## config.mk

```make
export PLATFORM = sky130hd
export DESIGN_NAME = riot_param
export DESIGN_NICKNAME = d
export VERILOG_FILES = /design/src/rtl/riot_param.sv
export SDC_FILE = /design/constraint.sdc
export NUM_CORES = 1
export LEC_CHECK = 0
export ABC_AREA = 1
export CAP_MARGIN = 30
export CELL_PAD_IN_SITES_DETAIL_PLACEMENT = 0
export CELL_PAD_IN_SITES_GLOBAL_PLACEMENT = 1
export CORE_UTILIZATION = 40
export CTS_CLUSTER_DIAMETER = 50
export DETAILED_ROUTE_END_ITERATION = 6
export HOLD_SLACK_MARGIN = 0.1
export PLACE_DENSITY_LB_ADDON = 0.25
export REMOVE_ABC_BUFFERS = 1
export SLEW_MARGIN = 10
export SYNTH_ARGS = -nofsm -noshare
export SYNTH_HDL_FRONTEND = slang
export SYNTH_SLANG_ARGS = --single-unit
```

## constraint.sdc

```tcl
create_clock -name phi2 -period 5.2 [get_ports phi2]
set_clock_uncertainty 0.2 [all_clocks]
set_input_delay 0.78 -clock phi2 [delete_from_list [all_inputs] [get_ports phi2]]
set_output_delay 0.78 -clock phi2 [all_outputs]
set_load 0.1 [all_outputs]
```

## src/rtl/riot_param.sv

```systemverilog
// riot_param: RIOT-style I/O block with 1..4 bidirectional ports, an 8-bit prescaled timer and pin edge interrupts.
// Writes land on the access edge; read data and OE are registered, so they are valid one cycle after the address.
module riot_param #(
  parameter int PORTS  = 2,
  parameter int ADDR_W = 10,
  parameter int BASE   = 0
) (
  input  logic                 phi2,
  input  logic                 rst,
  input  logic                 cs,
  input  logic                 we_n,
  input  logic [ADDR_W-1:0]    A,
  input  logic [7:0]           DI,
  output logic [7:0]           DO,
  output logic                 OE,
  output logic [8*PORTS-1:0]   PO,
  input  logic [8*PORTS-1:0]   PI,
  output logic [8*PORTS-1:0]   DDR,
  output logic                 irq_n
);

  localparam int              PW        = 8 * PORTS;
  localparam logic [ADDR_W-1:0] BASE_A  = ADDR_W'(BASE);
  localparam logic [7:0]      PMASK     = 8'((1 << PORTS) - 1);
  localparam logic [7:0]      CTRL_MASK = {PMASK[3:0], 4'hF};
  localparam logic [7:0]      IFR_MASK  = {PMASK[3:0], 4'h1};

  typedef enum logic [1:0] {T_IDLE, T_RUN, T_EXPIRED} tstate_e;

  logic [PW-1:0]    po_q, po_d, ddr_q, ddr_d;
  logic [PW-1:0]    sync1_q, sync2_q;
  logic [PORTS-1:0] hist_q, hist_d;
  logic [7:0]       ctrl_q, ctrl_d, ifr_q, ifr_d, epol_q, epol_d;
  logic [7:0]       count_q, count_d, reload_q, reload_d;
  logic [9:0]       presc_q, presc_d, period_m1;
  logic [1:0]       psel_q, psel_d;
  tstate_e          tstate_q, tstate_d;
  logic [7:0]       do_q, do_d;
  logic             oe_q, irq_n_q;

  logic       sel, wr, rd;
  logic       wr_timer, wr_ctrl, wr_ifr, wr_epol;
  logic       tick, tmr_set, irq_cond;
  logic [4:0] off;
  logic [7:0] rdata;
  logic [3:0] edge_set;

  assign off      = A[4:0];
  assign sel      = cs && (A[ADDR_W-1:5] == BASE_A[ADDR_W-1:5]);
  assign wr       = sel && !we_n;
  assign rd       = sel && we_n;
  assign wr_timer = wr && (off == 5'h10);
  assign wr_ctrl  = wr && (off == 5'h11);
  assign wr_ifr   = wr && (off == 5'h12);
  assign wr_epol  = wr && (off == 5'h13);

  always_comb begin
    po_d  = po_q;
    ddr_d = ddr_q;
    for (int p = 0; p < PORTS; p++) begin
      if (wr && (off[4:3] == 2'b00) && (off[2:1] == 2'(p))) begin
        if (off[0]) ddr_d[8*p +: 8] = DI;
        else        po_d[8*p +: 8]  = DI;
      end
    end
  end

  // Per bit: driven pins read back the output latch, input pins read the synchronized pin.
  always_comb begin
    rdata = 8'h00;
    for (int p = 0; p < PORTS; p++) begin
      if ((off[4:3] == 2'b00) && (off[2:1] == 2'(p))) begin
        if (off[0]) rdata = ddr_q[8*p +: 8];
        else        rdata = (po_q[8*p +: 8] & ddr_q[8*p +: 8]) |
                            (sync2_q[8*p +: 8] & ~ddr_q[8*p +: 8]);
      end
    end
    case (off)
      5'h10:   rdata = count_q;
      5'h11:   rdata = ctrl_q;
      5'h12:   rdata = ifr_q;
      5'h13:   rdata = epol_q;
      default: ;
    endcase
  end

  assign do_d = rd ? rdata : 8'h00;

  always_comb begin
    edge_set = 4'h0;
    hist_d   = hist_q;
    for (int p = 0; p < PORTS; p++) begin
      hist_d[p]   = sync2_q[8*p+7];
      edge_set[p] = epol_q[p] ? (sync2_q[8*p+7] & ~hist_q[p])
                              : (~sync2_q[8*p+7] & hist_q[p]);
    end
  end

  always_comb begin
    ctrl_d = ctrl_q;
    epol_d = epol_q;
    if (wr_ctrl) ctrl_d = DI & CTRL_MASK;
    if (wr_epol) epol_d = DI & PMASK;
  end

  // Clear first, then set, so a flag raised on the same edge as its clear survives.
  always_comb begin
    ifr_d = ifr_q;
    if (wr_ifr) ifr_d = ifr_q & ~DI;
    ifr_d = (ifr_d | {edge_set, 3'b000, tmr_set}) & IFR_MASK;
  end

  always_comb begin
    case (psel_q)
      2'd0:    period_m1 = 10'd0;
      2'd1:    period_m1 = 10'd7;
      2'd2:    period_m1 = 10'd63;
      default: period_m1 = 10'd1023;
    endcase
  end

  // The prescale selection is only re-sampled at a prescaler wrap while counting.
  always_comb begin
    tstate_d = tstate_q;
    count_d  = count_q;
    reload_d = reload_q;
    presc_d  = presc_q;
    psel_d   = psel_q;
    tmr_set  = 1'b0;
    tick     = (tstate_q == T_RUN) && (presc_q == period_m1);
    case (tstate_q)
      T_RUN: begin
        if (tick) begin
          presc_d = 10'd0;
          psel_d  = ctrl_q[1:0];
          if (count_q == 8'h00) begin
            tmr_set = 1'b1;
            if (ctrl_q[2]) count_d  = reload_q;
            else           tstate_d = T_EXPIRED;
          end else begin
            count_d = count_q - 8'd1;
          end
        end else begin
          presc_d = presc_q + 10'd1;
        end
      end
      default: psel_d = ctrl_d[1:0];
    endcase
    if (wr_timer) begin
      count_d  = DI;
      reload_d = DI;
      presc_d  = 10'd0;
      psel_d   = ctrl_d[1:0];
      tstate_d = T_RUN;
      tmr_set  = 1'b0;
    end
  end

  assign irq_cond = (ifr_q[0] & ctrl_q[3]) | (|(ifr_q[7:4] & ctrl_q[7:4]));

  always_ff @(posedge phi2 or posedge rst) begin
    if (rst) begin
      po_q     <= '0;
      ddr_q    <= '0;
      sync1_q  <= '0;
      sync2_q  <= '0;
      hist_q   <= '0;
      ctrl_q   <= 8'h00;
      ifr_q    <= 8'h00;
      epol_q   <= 8'h00;
      count_q  <= 8'h00;
      reload_q <= 8'h00;
      presc_q  <= 10'd0;
      psel_q   <= 2'd0;
      tstate_q <= T_IDLE;
      do_q     <= 8'h00;
      oe_q     <= 1'b0;
      irq_n_q  <= 1'b1;
    end else begin
      po_q     <= po_d;
      ddr_q    <= ddr_d;
      sync1_q  <= PI;
      sync2_q  <= sync1_q;
      hist_q   <= hist_d;
      ctrl_q   <= ctrl_d;
      ifr_q    <= ifr_d;
      epol_q   <= epol_d;
      count_q  <= count_d;
      reload_q <= reload_d;
      presc_q  <= presc_d;
      psel_q   <= psel_d;
      tstate_q <= tstate_d;
      do_q     <= do_d;
      oe_q     <= rd;
      irq_n_q  <= ~irq_cond;
    end
  end

  assign PO    = po_q;
  assign DDR   = ddr_q;
  assign DO    = do_q;
  assign OE    = oe_q;
  assign irq_n = irq_n_q;

endmodule

```

Yosys cells after proc, flatten, opt, wreduce, memory -nomap -nowiden

Cells that the tools add are included.

Bits of input ports: 38
Logic and storage cells: 117
Flip-flop bits (word level): 117

Reductions and logical operators: 29
Muxes and demuxes: 31
Add/sub/neg operators: 2
Bitwise operators: 24
Equal/unequal tests: 12

Operators with widths:

| kind                  | count |
|---|---|
| $mux 8                | 10 |
| $and 8x8->8           | 4 |
| $pmux 8 s4            | 1 |
| $mux 10               | 3 |
| $pmux 10 s3           | 1 |
| $eq 5x5->1 const B    | 4 |
| $mux 2                | 9 |
| $not 8->8             | 2 |
| $or 8x8->8            | 2 |
| $logic_and 1x1->1     | 13 |
| $add 10x1->10 const B | 1 |
| $eq 10x10->1          | 1 |
| $logic_not 8->1       | 1 |
| $reduce_and 2->1      | 4 |
| $sub 8x1->8 const B   | 1 |
| $and 6x6->6           | 1 |
| $eq 2x1->1 const B    | 3 |
| $logic_not 2->1       | 3 |
| $mux 1                | 6 |
| $mux 6                | 1 |
| $ne 3x3->1 const B    | 2 |
| $not 1->1             | 6 |
| $not 6->6             | 1 |
| $or 6x6->6            | 1 |
| other kinds (11)      | 17 |

Longest topological paths before layout

Depth in word-level cells: 8
Gate-level depth with buffers: 11

Worst setup path before layout

Ideal clock, no wire load.

Kind: input -> register
From: input port A[3]
To: register ddr_q[12] (netlist: DDR[12])
Setup time: 0.123 ns
Path slack: 3.081 ns
Required time: 4.877 ns
Stages on the path: 7
Buffers on the path: 1
Data arrival time: 1.797 ns
Cells stage by stage: nor2_4 inv_4 nor3_4 nand3_4 buf_6 nand2_1 o21ai_2

Cells in the longest elaborated chain, start to end: 4

Ends and longest elaborated chain:

| what                              | RTL line | text |
|---|---|---|
| from (decl)                       | 12       | `input logic [ADDR_W-1:0] A,` |
| $logic_not 2->1                   | 61       | `if (wr && (off[4:3] == 2'b00) && (off[2:1] == 2'(p))) begin` |
| $logic_and 1x1->1 (2 in a row)    | 61       |  |
| $reduce_and 2->1 (no source line) | -        |  |
| to (signal assigned)              | 181      | `ddr_q <= ddr_d;` |
| to (decl)                         | 30       | `logic [PW-1:0] po_q, po_d, ddr_q, ddr_d;` |

No other way between the ends.
A chain may end at the register's enable or synchronous reset.

Worst setup path after layout

From: register irq_n_q (netlist: irq_n)
To: output port irq_n

RTL lines:

| what                   | RTL line | text |
|---|---|---|
| from (decl)            | 39       | `logic oe_q, irq_n_q;` |
| from (signal assigned) | 195      | `irq_n_q <= ~irq_cond;` |
| to (decl)              | 19       | `output logic irq_n` |

No word-level cell between the ends.

==> out/results.tsv <==
stage	metric	value	unit
outcome	status	completed	
global_route	number of global-route vias before repair	4370	
hold_path	Hold WC Path Type	register to register	
timing	Setup TNS	0	ns
timing	Final setup viols	0	
route	Final ANT Viol Nets	0	
finish	area grow syn2layout	29.4	%
worst_setup_path	R2R depth	10	
pwr	Int Pwr	1850	uW
finish	share of layout cells above drive strength 1	11.6	%
clocking	root buffer cell	clkbuf_16	
worst_setup_path	Setup crit end kind	output pin	
route	Remaining DRCs	0	
synth	Yosys Warn Count	0	
pwr	Leakage	0.00320	uW
worst_setup_path	crit-path cells	clkdlybuf4s50_1	
timing	Slew Limit Fails	0	
finish	storage element area	2930	um^2
worst_setup_path	CP top delay family	buffers and inverters	
finish	final-layout fill cell count	1246	
route	Iter 0 DRT Violations	305	
synth	EDFF count, synth	0	
worst_setup_path	reg2reg start	count_q[0]$_DFFE_PP0P_	
timing	RSZ-0062 raised after global routing	no	
route	routed via count	4390	
route	vias per std cell	4.98	
pwr	Peak VDD IR	0.000248	V
pwr	Logic pwr share	6.4	%
clocking	Post-CTS Setup Bufs	0	
global_route	initial antenna violation count	0	
clocking	Worst-path clk slew	0.05	ns
global_route	met3 Resource Use GR	4.80	%
pwr	Clock power frac	53.9	%
timing	Fin. Hold Viols	0	
worst_setup_path	WP data required	4.22	ns
route	DRT Wirelength	13.5	mm
clocking	Max Buffers Root-to-Sink	2	
clocking	Num CTS Buffers	17	
floorplan	I/O pins	80	
pwr	sw frac	22.5	%
worst_setup_path	CP Class	register to output pin	
placement	HPWL after DPL	9.40	mm
floorplan	Starting Density	40.8	%
finish	Post-Route Utilization	52.8	%
global_route	grt met2 use	32.5	%
worst_setup_path	crit path max fanout	1	
worst_setup_path	worst setup path endpoint	irq_n	
global_route	grt total ovfl	0	
placement	placer congestion estimate	0.813	
global_route	Tot GR Track Use	20.8	%
clocking	CTS tree	yes	
synth	cell accounting for the most synthesized area	dfrtp_1	
worst_setup_path	crit start category	register	
synth	Synth Flop Type	dfrtp_1	
finish	multi-input logic area	2130	um^2
synth	Synth area leaders	dfrtp_1 (54%), nand2_1 (12%), o21ai_0 (4.8%)	
floorplan	core box area	13200	um^2
synth	Distinct cells, synth	35	
pwr	pwr dens	343	nW/um^2
worst_setup_path	highest-delay cell along the critical path	clkdlybuf4s50_1	
timing	fmax	0.330	GHz
synth	Syn Area/Cell	8.95	um^2
clocking	Post-CTS Hold Fix Bufs	0	
global_route	largest net degree at the start of global routing	55	
synth	most frequent cell after synthesis	nand2_1	
synth	post-synthesis instance area	5390	um^2
run	maxcap violations	0	
floorplan	full die area	13900	um^2
finish	Final #Nets	733	
timing	final worst-path cycle share	58.2	%
pwr	total power	2390	uW
route	Detailed Routing Iterations Pass 1	5	
clocking	clk sink count	117	
placement	IO buf count	79	
global_route	met1 usage	28.1	%
synth	post-synth top area share	53.9	%
clocking	CTS H-tree depth	4	
clocking	clock latency on the worst-skew pair	0.42	ns
global_route	grt peak-use layer	met2	
worst_setup_path	Worst Setup SP	irq_n$_DFF_PP1_	
synth	Async SR Flop Fraction	100	%
finish	diode count	0	
pwr	sequential power share	39.8	%
worst_setup_path	Buf+Inv Stages, Crit Path	1	
global_route	first-pass GRT wire length	22.2	mm
floorplan	Die Y	118	um
route	Routed WL per cell	15.3	um
synth	cell count after synthesis	602	
worst_setup_path	number of cells on the critical path	1	
worst_setup_path	reg2reg end	count_q[7]$_DFFE_PP0P_	
synth	post-synthesis sequential area ratio	54.4	%
pwr	P_sw	538	uW
worst_setup_path	Data arrival, critical path	2.05	ns
synth	Yosys reg bits	117	
worst_setup_path	flop-to-flop setup slack	3.17	ns
synth	Post-synth top cells	nand2_1 (175), dfrtp_1 (116), o21ai_0 (52), inv_1 (50), nor2_1 (46)	
floorplan	standard-cell rows	42	
timing	Worst slew margin	33.5	%
timing	Final min period	3.03	ns
clocking	Resized Gates After CTS	0	
timing	slew of the pin with the lowest slew margin	0.995	ns
worst_setup_path	critical path's largest stage delay	1.12	ns
floorplan	die span in x	118	um
-- state kept, by name (all words and copies together), names as in the netlist --
signal	count
ctrl_q	6
irq_n	1
ifr_q	3
count_q	8
presc_q	10
reload_q	8
PO	16
DDR	16
tstate_q	2
psel_q	2
sync1_q	16
hist_q	2
sync2_q	16
DO	8
epol_q	2
OE	1
-- routing by layer --
metal  vias to the layer above  part of all wire (%)
li1                       2164                     -
met1                      2093                    47
met2                       123                    48
met3                        10                   4.5
met4                         0                   1.1
met5                         -                     0
-- cells in the final DEF, fill, tap and decap left out, drive strengths merged, types with 4 or more instances in the layout --
cell type / n
o22ai: 11
xor2: 5
clkdlybuf4s50: 79
nand3: 49
buf: 4
dfrtp: 116
clkbuf: 20
bufinv: 5
nand4: 5
nand2: 181
nor2: 54
o21ai: 72
a21oi: 19
nor3: 5
inv: 57
clkinv: 4
-- power groups by stage --
| stage | Combinational [uW] | Clock (uW) | Sequential, uW |
|---|---|---|---|
| final | 152 | 1290 | 950 |
| after detailed placement | 154 | 0 | 965 |
| after global placement | 153 | 0 | 965 |
| after global routing | 170 | 1340 | 952 |
| after floorplan | 73.3 | 0 | 978 |
| after CTS | 155 | 1310 | 950 |
-- per-stage QoR --
step | worst slack, ns | instances | area, um^2 | hold WS, ns
6_report | 2.17 | 881 | 6970 | 0.148
5_1_grt | 2.10 | 881 | 6970 | 0.151
4_1_cts | 2.15 | 880 | 6960 | 0.148
3_5_place_dp | 1.70 | 848 | 6310 | 0.135
3_3_place_gp | 1.76 | 848 | 6310 | 0.132
2_1_floorplan | 1.12 | 590 | 5280 | 0.131
-- worst min path at each step --
stage,from,end,slack (ns),depth (start not counted)
floorplan,sync1_q[0]$_DFF_PP0_,sync2_q[0]$_DFF_PP0_,0.13,0
global placement,sync1_q[15]$_DFF_PP0_,sync2_q[15]$_DFF_PP0_,0.13,0
detailed placement,sync1_q[13]$_DFF_PP0_,sync2_q[13]$_DFF_PP0_,0.13,0
CTS,sync1_q[13]$_DFF_PP0_,sync2_q[13]$_DFF_PP0_,0.15,0
global route,sync1_q[7]$_DFF_PP0_,sync2_q[7]$_DFF_PP0_,0.15,0
finish,sync1_q[15]$_DFF_PP0_,sync2_q[15]$_DFF_PP0_,0.15,0
-- worst reg2reg max path, stage by stage (launching register included) --
cell     delay, ns
dfrtp_1       0.38
inv_1         0.15
ha_1          0.17
nand2_1       0.08
nor2_4        0.23
inv_2         0.16
nor2_4        0.16
inv_1         0.06
nand2_2       0.17
nand3_1       0.11
nand3_1       0.09
-- logic make-up after synthesis --
logic type      synth area share, %
buf+inv                        6.06
xor+xnor                       1.14
flops                          54.4
fa+ha+maj                     0.697
simple gates                   25.2
compound gates                 12.6
-- cell type report --
class	instances	area share, %
Sequential cell	117	42.0
Multi-Input combinational cell	417	30.6
Timing Repair Buffer	83	11.8
Clock buffer	20	6.41
Inverter	56	3.16
Tap cell	176	3.16
Clock inverter	12	2.89
(Power assumes the default switching activity.)
